--- src/rtl/des_pkg.sv ---
// des_pkg: DES key-schedule tables, widths, state encoding and rotation helper
package des_pkg;

    localparam int KEY_W    = 64;
    localparam int CD_W     = 56;
    localparam int HALF_W   = 28;
    localparam int SUBKEY_W = 48;

    typedef enum logic {ST_IDLE, ST_ACTIVE} state_e;

    // 1-based bit positions, bit 1 = MSB of the 64-bit key
    localparam int PC1 [CD_W] = '{
        57, 49, 41, 33, 25, 17,  9,
         1, 58, 50, 42, 34, 26, 18,
        10,  2, 59, 51, 43, 35, 27,
        19, 11,  3, 60, 52, 44, 36,
        63, 55, 47, 39, 31, 23, 15,
         7, 62, 54, 46, 38, 30, 22,
        14,  6, 61, 53, 45, 37, 29,
        21, 13,  5, 28, 20, 12,  4
    };

    // 1-based bit positions into the 56-bit C||D value
    localparam int PC2 [SUBKEY_W] = '{
        14, 17, 11, 24,  1,  5,
         3, 28, 15,  6, 21, 10,
        23, 19, 12,  4, 26,  8,
        16,  7, 27, 20, 13,  2,
        41, 52, 31, 37, 47, 55,
        30, 40, 51, 45, 33, 48,
        44, 49, 39, 56, 34, 53,
        46, 42, 50, 36, 29, 32
    };

    // Right-rotation applied when leaving decryption round r; entry 0 is unused
    localparam int unsigned ROT_R [16] = '{0, 1, 2, 2, 2, 2, 2, 2, 1, 2, 2, 2, 2, 2, 2, 1};

    function automatic logic [0:HALF_W-1] rotr(input logic [0:HALF_W-1] h, input int unsigned s);
        return (s == 2) ? {h[26:27], h[0:25]} : {h[27], h[0:26]};
    endfunction

endpackage

--- src/rtl/des_key_schedule_decrypt_if.sv ---
// des_key_schedule_decrypt_if: start/advance request and subkey result bundle
interface des_key_schedule_decrypt_if;
    logic        start_strobe_din;
    logic [0:63] key_din;
    logic        advance_din;
    logic [0:47] round_key_dout;
    logic        round_key_valid_dout;
    logic [3:0]  round_number_dout;
    logic        busy_dout;
    logic        done_dout;

    modport master (
        output start_strobe_din, key_din, advance_din,
        input  round_key_dout, round_key_valid_dout, round_number_dout, busy_dout, done_dout
    );

    modport slave (
        input  start_strobe_din, key_din, advance_din,
        output round_key_dout, round_key_valid_dout, round_number_dout, busy_dout, done_dout
    );
endinterface

--- src/rtl/des_key_pc2.sv ---
// des_key_pc2: DES permuted choice 2, compressing C||D (56 bits) into a 48-bit subkey
module des_key_pc2
    import des_pkg::*;
(
    input  logic [0:CD_W-1]     cd_i,
    output logic [0:SUBKEY_W-1] key_o
);

    for (genvar i = 0; i < SUBKEY_W; i++) begin : g_pc2
        assign key_o[i] = cd_i[PC2[i] - 1];
    end

endmodule

--- src/rtl/des_key_schedule_decrypt.sv ---
// des_key_schedule_decrypt: emits DES subkeys K16..K1 one per accepted advance
module des_key_schedule_decrypt
    import des_pkg::*;
(
    input  logic clk,
    input  logic reset,
    des_key_schedule_decrypt_if.slave bus
);

    state_e              state_q;
    logic [0:HALF_W-1]   c_q, d_q, c_d, d_d;
    logic [4:0]          round_q;
    logic                done_q;
    logic [0:CD_W-1]     pc1_w;
    logic [0:SUBKEY_W-1] pc2_w;
    logic                parity_unused_w;

    for (genvar i = 0; i < CD_W; i++) begin : g_pc1
        assign pc1_w[i] = bus.key_din[PC1[i] - 1];
    end

    assign parity_unused_w = ^{bus.key_din[7], bus.key_din[15], bus.key_din[23], bus.key_din[31],
                               bus.key_din[39], bus.key_din[47], bus.key_din[55], bus.key_din[63]};

    assign c_d = rotr(c_q, ROT_R[round_q[3:0]]);
    assign d_d = rotr(d_q, ROT_R[round_q[3:0]]);

    des_key_pc2 u_pc2 (
        .cd_i  ({c_q, d_q}),
        .key_o (pc2_w)
    );

    assign bus.round_key_dout       = (state_q == ST_ACTIVE) ? pc2_w : '0;
    assign bus.round_key_valid_dout = (state_q == ST_ACTIVE);
    assign bus.busy_dout            = (state_q == ST_ACTIVE);
    assign bus.round_number_dout    = round_q[3:0];
    assign bus.done_dout            = done_q;

    // Schedule FSM: latch PC-1 on start, rotate right per accepted round, pulse done after round 16
    always_ff @(posedge clk) begin
        if (reset) begin
            state_q <= ST_IDLE;
            c_q     <= '0;
            d_q     <= '0;
            round_q <= '0;
            done_q  <= 1'b0;
        end else begin
            done_q <= 1'b0;
            if (state_q == ST_IDLE) begin
                if (bus.start_strobe_din) begin
                    {c_q, d_q} <= pc1_w;
                    round_q    <= 5'd1;
                    state_q    <= ST_ACTIVE;
                end
            end else if (bus.advance_din) begin
                if (round_q == 5'd16) begin
                    state_q <= ST_IDLE;
                    round_q <= '0;
                    done_q  <= 1'b1;
                end else begin
                    c_q     <= c_d;
                    d_q     <= d_d;
                    round_q <= round_q + 5'd1;
                end
            end
        end
    end

endmodule

--- src/flat_wrapper.sv ---
// flat-port wrapper written by rule: the top's interface ports become plain ports
module des_key_schedule_decrypt_flat import des_pkg::*;
  (clk, reset, bus_start_strobe_din, bus_key_din, bus_advance_din, bus_round_key_dout, bus_round_key_valid_dout, bus_round_number_dout, bus_busy_dout, bus_done_dout);
  des_key_schedule_decrypt_if bus_i ();
  input  logic clk;
  input  logic reset;
  input wire logic [$bits(bus_i.start_strobe_din)-1:0] bus_start_strobe_din;
  input wire logic [$bits(bus_i.key_din)-1:0] bus_key_din;
  input wire logic [$bits(bus_i.advance_din)-1:0] bus_advance_din;
  output wire logic [$bits(bus_i.round_key_dout)-1:0] bus_round_key_dout;
  output wire logic [$bits(bus_i.round_key_valid_dout)-1:0] bus_round_key_valid_dout;
  output wire logic [$bits(bus_i.round_number_dout)-1:0] bus_round_number_dout;
  output wire logic [$bits(bus_i.busy_dout)-1:0] bus_busy_dout;
  output wire logic [$bits(bus_i.done_dout)-1:0] bus_done_dout;
  assign bus_i.start_strobe_din = bus_start_strobe_din;
  assign bus_i.key_din = bus_key_din;
  assign bus_i.advance_din = bus_advance_din;
  assign bus_round_key_dout = bus_i.round_key_dout;
  assign bus_round_key_valid_dout = bus_i.round_key_valid_dout;
  assign bus_round_number_dout = bus_i.round_number_dout;
  assign bus_busy_dout = bus_i.busy_dout;
  assign bus_done_dout = bus_i.done_dout;
  des_key_schedule_decrypt u_core (.clk(clk), .reset(reset), .bus(bus_i));
endmodule
--- config.mk ---
export PLATFORM = sky130hd
export DESIGN_NAME = des_key_schedule_decrypt_flat
export DESIGN_NICKNAME = d
export VERILOG_FILES = /design/src/rtl/des_pkg.sv /design/src/rtl/des_key_schedule_decrypt_if.sv /design/src/rtl/des_key_pc2.sv /design/src/rtl/des_key_schedule_decrypt.sv /design/src/flat_wrapper.sv
export SDC_FILE = /design/constraint.sdc
export NUM_CORES = 1
export LEC_CHECK = 0
export ABC_AREA = 1
export BUFFER_PORTS_ARGS = -buffer_cell sky130_fd_sc_hd__buf_4
export CAP_MARGIN = 20
export CORE_ASPECT_RATIO = 0.8
export CORE_UTILIZATION = 40
export CTS_CLUSTER_DIAMETER = 100
export DETAILED_ROUTE_END_ITERATION = 8
export GPL_ROUTABILITY_DRIVEN = 0
export RECOVER_POWER = 100
export SLEW_MARGIN = 0
export SYNTH_ARGS = -nofsm -noshare
export SYNTH_HDL_FRONTEND = slang
export SYNTH_SLANG_ARGS = --single-unit
export TNS_END_PERCENT = 50
--- constraint.sdc ---
create_clock -name clk -period 2.2 [get_ports clk]
set_clock_uncertainty 0.15 [all_clocks]
set_input_delay 0.11 -clock clk [delete_from_list [all_inputs] [get_ports clk]]
set_output_delay 0.11 -clock clk [all_outputs]
set_load 0.02 [all_outputs]
==> results of run 1 <==
-- flip-flops by register name, indices dropped and copies added (netlist names) --
signal	flops
u_core.bus.done_dout	1
u_core.d_q	28
u_core.bus.busy_dout	1
u_core.c_q	28
u_core.round_q	5
-- worst max-delay path, delay by kind of cell, from the launching register on --
family        cells  cell delay, ns
flops             1            0.42
simple gates      1            0.13
buf+inv           3            0.90
-- where the power goes --
group          switching [mW]  internal, mW
clock network           0.487         0.850
logic                   0.480         0.354
registers              0.0762          1.25
-- what timing repair did --
| action | in CTS | in global routing |
|---|---|---|
| setup endpoints to repair | 0 | 44 |
| hold buffers | 49 | 0 |
| endpoints found under the hold margin | 52 | 0 |
| resized for setup | 0 | 3 |
-- cell families after synthesis --
kind of cell / after synthesis / synth area share [%]
buffers and inverters: 162 / 17.2
flip-flops: 63 / 30.0
adder cells (fa/ha/maj): 5 / 1.49
AO/OA/AOI/OAI: 178 / 23.2
AND/OR/NAND/NOR: 281 / 27.8
XOR/XNOR: 2 / 0.416
-- final cells by class --
cell class	count	area share [%]
clock buffer	15	4.89
inverter	113	7.46
multi-input combinational	466	38.8
sequential	63	22.3
tap	140	3.08
timing repair buffer	174	23.5
-- stage by stage --
step | cell area (um2) | hold slack (ns) | setup slack [ns] | utilization, % | instances
after global routing | 5680 | 0.0203 | 0.0123 | 55.5 | 971
final | 5680 | -0.00179 | 0.121 | 55.5 | 971
after detailed placement | 5070 | 0.183 | 0.122 | 49.5 | 907
after CTS | 5840 | 0.00117 | 0.117 | 57.1 | 971
after floorplan | 4210 | 0.0291 | 0.402 | - | 691
after global placement | 5070 | 0.179 | 0.170 | 49.5 | 907
-- worst paths after layout --
check / startpoint / endpoint / cells after the start
hold reg to reg: u_core.round_q[1] / u_core.round_q[1] / 2
setup / recovery: u_core.bus.busy_dout / bus_round_key_dout[1] / 4
hold / removal: bus_key_din[28] / u_core.c_q[27] / 5
setup reg to reg: u_core.round_q[1] / u_core.c_q[21] / 11
-- per-layer routing --
layer | vias up | wire, um | GRT usage, %
li1 | 2430 | - | -
met1 | 2101 | 5880 | 30.9
met2 | 143 | 5680 | 38.2
met3 | 11 | 659 | 5.03
met4 | 0 | 155 | 6.75
met5 | - | 0 | 0
-- Yosys cell counts --
cell type,instances
sky130_fd_sc_hd__a211oi_1,1
sky130_fd_sc_hd__a21oi_1,95
sky130_fd_sc_hd__a21oi_2,7
sky130_fd_sc_hd__a22oi_1,16
sky130_fd_sc_hd__buf_1,2
sky130_fd_sc_hd__buf_2,16
sky130_fd_sc_hd__buf_4,9
sky130_fd_sc_hd__buf_6,5
sky130_fd_sc_hd__buf_8,2
sky130_fd_sc_hd__clkbuf_1,15
sky130_fd_sc_hd__dfxtp_1,63
sky130_fd_sc_hd__ha_1,5
sky130_fd_sc_hd__inv_1,111
sky130_fd_sc_hd__inv_2,2
sky130_fd_sc_hd__nand2_1,234
sky130_fd_sc_hd__nand2_2,4
sky130_fd_sc_hd__nand2_4,3
sky130_fd_sc_hd__nand2_8,1
sky130_fd_sc_hd__nand3_1,34
sky130_fd_sc_hd__nand3_4,1
sky130_fd_sc_hd__nor2_1,2
sky130_fd_sc_hd__nor2_4,1
sky130_fd_sc_hd__nor3_1,1
sky130_fd_sc_hd__o21ai_0,21
sky130_fd_sc_hd__o21ai_1,36
sky130_fd_sc_hd__o21ai_4,1
sky130_fd_sc_hd__o221ai_1,1
sky130_fd_sc_hd__xnor2_1,2
==> metrics.csv, run 1 <==
metric;value;unit
final-max-slew-violation-count;0;
floorplan.io_pins;123;
commonest_cells_after_routing_fill_and_taps_aside;sky130_fd_sc_hd__nand2_1, sky130_fd_sc_hd__inv_1, sky130_fd_sc_hd__a21oi_1;
critical_path.endpoint_type;output pin;
path_cells;buf_4, nand2_1, inv_1, clkbuf_2;
cts_htree_levels;3;
design.die.area;0.0109;mm2
layout.cells.most_common;sky130_fd_sc_hd__nand2_1;
crit_fanout;61;
cpPeakStageDelay;0.57;ns
die_width;117;um
maxClockFrequency;481;MHz
standby_leakage_power;3.08;nW
ir_drop;0.396;mV
clkSlewWorstSetupHoldPaths;0.05;ns
timing.final.hold_violations;1;
measured_slew_at_the_worst_slew_check_pin;0.693;ns
rsz0062_at_grt;false;
via_count_of_the_first_global_routing_pass;4344;
cts_tree;built;
nNetsFinal;900;
clockBufferDepth;2;
cts.repair_timing.setup_buffer_count;0;
area_growth;35.1;%
clock-root-buffer;sky130_fd_sc_hd__clkbuf_16;
routed-via-count;4685;
post_route_cells_drive_above_1_share;17.3;%
synth.top_cell.area_share;30.0;%
cp_data_arrival_time;1.82;ns
yosys.area.top_type;sky130_fd_sc_hd__dfxtp_1;
grt_antenna_before_repair;0;
cpMaxStageDelayCell;sky130_fd_sc_hd__buf_4;
viasPerCell;4.82;
core;0.0102;mm2
setup_tns;0;ns
die_height;93.7;um
routedWlPerCell;12.7;um
reg2reg_slack;0.18;ns
fin_hold_ws;-0.00179;ns
grt_pass1_wl;20.2;mm
timing.max_slew.rel_slack;53.8;%
synth.lib_cells_used.distinct;28;
num_rows;33;
tritoncts.num_buffers;9;
drt.antenna.violating_nets;0;
remaining_design_rule_violation_count;2;
drt-pass1-iter-count;7;
grt_max_degree;62;
totalWireLength;12.4;mm
synth_warn;0;
syn-num-nets;764;
timing.hold.worst.class;input port to register;
worstSetupStartpointType;register;
power;3.50;mW
synthesis.instances;691;
synth_area;0.00421;mm2
drv_cap;0;
hpwlAfterDp;7.49;mm
register_area;0.00126;mm2
numPortBuffers;114;
initial_core_util;41.1;%
clock_insertion_delay_worst_skew;0.32;ns
filler_instances;1071;
grt_usage;23.4;%
worst_ep_required_time;1.94;ns
run_status;finished, violations left;
p_per_area;615;mW/mm2
multi_input_area;0.00220;mm2
synth-seq-area-share;30.0;%
setup.worst_path.class;register to output pin;
netlist_top_cells_area;sky130_fd_sc_hd__dfxtp_1, sky130_fd_sc_hd__nand2_1, sky130_fd_sc_hd__a21oi_1;
clkSinkCount;63;
avgSynthCellArea;6.09;um2
grt_remaining_overflow;0;
drt_first_iter_violations;368;
finalWorstPathRequiredPeriod;2.08;ns
insertedDiodeCount;0;
synth.ff_latch_count;63;
failed_checks;design-rule violations, negative hold slack;
final_clock_period_utilization_by_the_worst_path;94.5;%
finalSetupViolCount;0;
Note: power is estimated with default switching activity, not from simulation.
==> run 2, diff against run 1 <==
- CORE_UTILIZATION: 40 -> 33
==> run 2 against run 1 <==
  * The run now ends clean
  * Final area rose by 1.1%
  * Global-route usage fell by 4.0 points
  * Hold slack improved by 0.0057 ns
  * Setup slack improved by 0.047 ns
  * Non-clock buffer count rose by 7
  * Die area rose by 21%
  * Via count rose by 0.64%
  * Utilization fell by 8.8 points
  * First-iteration DRC count fell by 25%
  * Sequential power barely moved
  * Sequential share of layout area fell by 0.31 points
  * Largest cell class unchanged
==> metrics.csv, run 2 (synthesized netlist as in run 1, its figures left out) <==
metric;value;unit;change
run_status;finished, final reports clean;;
drv_cap;0;;unchanged
drt-pass1-iter-count;5;;-2
cts_tree;built;;
cts.repair_timing.setup_buffer_count;0;;unchanged
grt_antenna_before_repair;0;;unchanged
timing.final.hold_violations;0;;-1
final_clock_period_utilization_by_the_worst_path;92.4;%;-2.2 points
grt_usage;19.4;%;-4.0 points
path_cells;inv_1, ha_1, nand2_1, inv_1, nand2_4, nand2_8, nand2_4, buf_12, nand2_1, a21oi_1, a21oi_1;;
clock-root-buffer;sky130_fd_sc_hd__clkbuf_16;;
placedInstanceArea;0.00517;mm2;+1.8%
fin_cells;1007;;+3.7%
grt_max_degree;58;;-6.5%
dp_worst_setup_slack;0.156;ns;+0.0336 ns
routedWlPerCell;12.4;um;-2.7%
drt.antenna.violating_nets;0;;unchanged
register_area;0.00126;mm2;-0.30%
drt_first_iter_violations;277;;-25%
grt_remaining_overflow;0;;unchanged
commonest_cells_after_routing_fill_and_taps_aside;sky130_fd_sc_hd__nand2_1, sky130_fd_sc_hd__inv_1, sky130_fd_sc_hd__a21oi_1;;
post_route_cells_drive_above_1_share;13.4;%;-3.9 points
final-max-slew-violation-count;0;;unchanged
fin_hold_ws;0.00395;ns;+0.00574 ns
tritoncts.num_buffers;9;;unchanged
critical_path.endpoint_type;register;;
setup_tns;0;ns;unchanged
num_rows;36;;+9.1%
hpwlAfterDp;8.05;mm;+7.4%
finalWorstPathRequiredPeriod;2.03;ns;-0.0473 ns
clkSlewWorstSetupHoldPaths;0.05;ns;about the same
cts_htree_levels;3;;unchanged
worstSetupStartpointType;register;;
layout.cells.most_common;sky130_fd_sc_hd__nand2_1;;
area_growth;36.6;%;
clockBufferDepth;2;;unchanged
viasPerCell;4.68;;-3.0%
worst_ep_required_time;2.26;ns;+0.32 ns
clkSinkCount;63;;unchanged
die_height;103;um;+9.9%
crit_fanout;25;;-59%
p_per_area;605;mW/mm2;-1.6%
floorplan.io_pins;123;;unchanged
multi_input_area;0.00222;mm2;+0.79%
grt_pass1_wl;20.4;mm;+1.1%
setup.worst_path.class;register to register;;
measured_slew_at_the_worst_slew_check_pin;1.07;ns;+0.375 ns
nNetsFinal;907;;+0.78%
cp_data_arrival_time;2.09;ns;+0.27 ns
place_inst;942;;+3.9%
timing.max_slew.rel_slack;28.8;%;-25 points
timing.hold.worst.class;input port to register;;
insertedDiodeCount;0;;unchanged
post-route-util;46.7;%;-8.8 points
numPortBuffers;114;;unchanged
initial_core_util;34.2;%;-6.9 points
finalWorstSetupSlack;0.168;ns;+0.0473 ns
cpMaxStageDelayCell;sky130_fd_sc_hd__dfxtp_1;;
finalSetupViolCount;0;;unchanged
power;3.48;mW;-0.50%
routed-via-count;4715;;+0.64%
maxClockFrequency;492;MHz;+2.3%
die_width;128;um;+9.9%
reg_top3;u_core.c_q (28), u_core.d_q (28), u_core.round_q (5);;
design.die.area;0.0132;mm2;+21%
totalWireLength;12.5;mm;+0.87%
via_count_of_the_first_global_routing_pass;4357;;+0.30%
core;0.0123;mm2;+20%
finalInstanceArea;0.00575;mm2;+1.1%
filler_instances;1285;;+20%
standby_leakage_power;3.00;nW;-2.8%
rsz0062_at_grt;false;;
remaining_design_rule_violation_count;0;;-2
ir_drop;0.328;mV;-17%
clock_insertion_delay_worst_skew;0.33;ns;about the same
cpPeakStageDelay;0.42;ns;-0.15 ns
## run 2: cell types whose count changed in the layout (fill, tap and decap cells not counted), sizes merged
cell / previous run / this run
dlygate4sd3: 49 / 52
clkinv: 0 / 1
clkbuf: 65 / 66
## run 2: critical path, delay by kind of cell, from the launching register on
kind	cells	cell delay [ns]
and+or+nand+nor	5	0.51
DFF	1	0.42
AOI/OAI and AO/OA	2	0.22
adders and majority gates	1	0.23
buffers and inverters	3	0.37
## run 2: routing by layer
layer / up-vias / wire [um] / track usage [%]
met2: 152 / 5580 / 31.8
met4: 0 / 251 / 7.87
met1: 2089 / 5910 / 24.9
met5: - / 0 / 0
met3: 25 / 736 / 4.26
li1: 2449 / - / -
## run 2: report_power, final
group	internal [mW]	switching, mW
Combinational	0.360	0.485
Sequential	1.25	0.0742
Clock	0.832	0.479
## run 2: final cells by class
type	count	share of cell area (%)
inverter	113	7.38
multi-input combinational	466	38.7
clock inverter	1	0.0871
tap	171	3.72
sequential	63	22.0
clock buffer	12	4.64
timing repair buffer	181	23.5
## run 2: final timing paths
check	from	to	slack [ns]	depth (start not counted)
worst min-delay path	bus_key_din[17]	u_core.d_q[2]	0.004	5
worst max register to register	u_core.round_q[0]	u_core.c_q[1]	0.17	11
worst max-delay path	u_core.round_q[0]	u_core.c_q[1]	0.17	11
worst min register to register	u_core.round_q[4]	u_core.round_q[4]	0.35	2
## run 2: timing repair
item / CTS / global route
resized for setup: 0 / 1
hold buffers: 52 / 0
endpoints found under the setup margin: 0 / 17
endpoints found under the hold margin: 56 / 0
==> run 3, diff against run 2 <==
- BUFFER_PORTS_ARGS: -buffer_cell sky130_fd_sc_hd__buf_4 -> default
- DONT_BUFFER_PORTS: default -> 1
==> run 3 against run 2 <==
  * Global-route usage decreased by 0.12 points
  * Critical path type is now register to output pin
  * Clock power increased by 13%
  * Die area unchanged
==> metrics.csv, run 3 (synthesized netlist as in run 1, its figures left out) <==
metric;value;unit;change
reg2reg_from;u_core.round_q[1];;
met2_length;5.49;mm;-1.6%
clock-root-buffer;sky130_fd_sc_hd__clkbuf_16;;
cp_data_arrival_time;1.76;ns;-0.33 ns
setup.worst_path.class;register to output pin;;
commonest_cells_after_routing_fill_and_taps_aside;sky130_fd_sc_hd__nand2_1, sky130_fd_sc_hd__inv_1, sky130_fd_sc_hd__a21oi_1;;
post_route_cells_drive_above_1_share;8.22;%;-5.2 points
clkSinkCount;63;;unchanged
measured_slew_at_the_worst_slew_check_pin;0.809;ns;-0.259 ns
clock_insertion_delay_worst_skew;0.33;ns;about the same
routedWlPerCell;13.5;um;+9.1%
remaining_design_rule_violation_count;0;;unchanged
standby_leakage_power;2.71;nW;-9.6%
layout.cells.most_common;sky130_fd_sc_hd__nand2_1;;
floorplan.io_pins;123;;unchanged
route.met3.wl;806;um;+9.5%
drt-pass1-iter-count;5;;unchanged
cts_tree;built;;
power;3.55;mW;+2.0%
ir_drop;0.338;mV;+3.2%
final_clock_period_utilization_by_the_worst_path;91.7;%;-0.67 points
finalSetupViolCount;0;;unchanged
area_growth;25.2;%;
num_rows;36;;unchanged
crit_fanout;33;;+32%
initial_core_util;34.2;%;unchanged
setup_tns;0;ns;unchanged
die_width;128;um;unchanged
viasPerCell;4.71;;+0.63%
final-max-slew-violation-count;0;;unchanged
clockBufferDepth;2;;unchanged
setup.worst_path.start;u_core.bus.busy_dout;;
hpwlAfterDp;7.79;mm;-3.2%
totalWireLength;12.3;mm;-1.1%
design.die.area;0.0132;mm2;unchanged
drv_cap;0;;unchanged
clkSlewWorstSetupHoldPaths;0.06;ns;about the same
timing.final.hold_violations;0;;unchanged
timing.hold.worst.class;input port to register;;
cts_htree_levels;3;;unchanged
routed-via-count;4302;;-8.8%
rsz0062_at_grt;false;;
p_per_area;674;mW/mm2;+11%
grt_pass1_wl;20.0;mm;-2.3%
worstSetupStartpointType;register;;
via_count_of_the_first_global_routing_pass;4025;;-7.6%
reg_top3;u_core.c_q (28), u_core.d_q (28), u_core.round_q (5);;
drt_first_iter_violations;305;;+10%
dr.max_layer_used;met4;;
tritoncts.num_buffers;9;;unchanged
numPortBuffers;0;;-100%
grt_antenna_before_repair;0;;unchanged
insertedDiodeCount;0;;unchanged
die_height;103;um;unchanged
timing.hold.worst.start;bus_start_strobe_din;;
drt.antenna.violating_nets;0;;unchanged
maxClockFrequency;496;MHz;+0.73%
cts.repair_timing.setup_buffer_count;0;;unchanged
grt_usage;19.3;%;-0.12 points
nNetsFinal;810;;-11%
core;0.0123;mm2;unchanged
worst_ep_required_time;1.94;ns;-0.32 ns
finalWorstPathRequiredPeriod;2.02;ns;-0.0147 ns
post-route-util;42.8;%;-3.9 points
detail_route.wirelength.met1;5.94;mm;+0.39%
run_status;finished, final reports clean;;
critical_path.endpoint_type;output pin;;
grt_max_degree;39;;-33%
grt_remaining_overflow;0;;unchanged
timing.max_slew.rel_slack;46.1;%;+17 points
==> run 3: per-layer routing <==
| metal | vias up | track usage, % |
|---|---|---|
| met4 | 0 | 6.06 |
| met3 | 12 | 5.19 |
| met5 | - | 0 |
| met2 | 119 | 30.6 |
| met1 | 1916 | 25.5 |
| li1 | 2255 | - |
==> run 3: where the power goes <==
part	internal, mW	switching (mW)
logic	0.290	0.465
clock network	0.936	0.539
registers	1.25	0.0695
==> run 3: final cells by class <==
| cell class | count | area, um2 |
|---|---|---|
| Timing Repair Buffer | 84 | 836 |
| Sequential cell | 63 | 1260 |
| Tap cell | 171 | 214 |
| Inverter | 113 | 424 |
| Multi-Input combinational cell | 466 | 2220 |
| Clock buffer | 11 | 253 |
| Clock inverter | 5 | 56.3 |
| Fill cell | 1317 | 7030 |
==> run 3: path summary, 6_finish.rpt <==
path	to	slack, ns	depth (start not counted)
worst min-delay path	u_core.d_q[20]	0.17	4
worst min register to register	u_core.round_q[4]	0.36	2
worst max-delay path	bus_round_key_dout[40]	0.18	3
worst max register to register	u_core.round_q[3]	0.21	10
==> run 3: what timing repair did <==
action,4_1_cts,5_1_grt
hold buffers,59,0
gates resized for setup,0,2
hold endpoints to repair,63,0
setup endpoints to repair,0,10
==> run 3: critical path: stages, from the launching register on <==
cell                       delay [ns]
sky130_fd_sc_hd__dfxtp_2         0.35
sky130_fd_sc_hd__clkbuf_2        0.63
sky130_fd_sc_hd__nand2_1         0.15
sky130_fd_sc_hd__inv_1           0.27
==> run 3: metrics by stage <==
| stage | setup slack, ns | instance area (um2) | cells | hold WS, ns |
|---|---|---|---|---|
| finish | 0.183 | 5270 | 913 | 0.172 |
| detailed placement | 0.161 | 4400 | 838 | 0.0339 |
| CTS | 0.150 | 5300 | 913 | 0.171 |
| floorplan | 0.402 | 4210 | 691 | 0.0291 |
| global route | 0.0394 | 5270 | 913 | 0.226 |
| global placement | 0.177 | 4400 | 838 | 0.0311 |
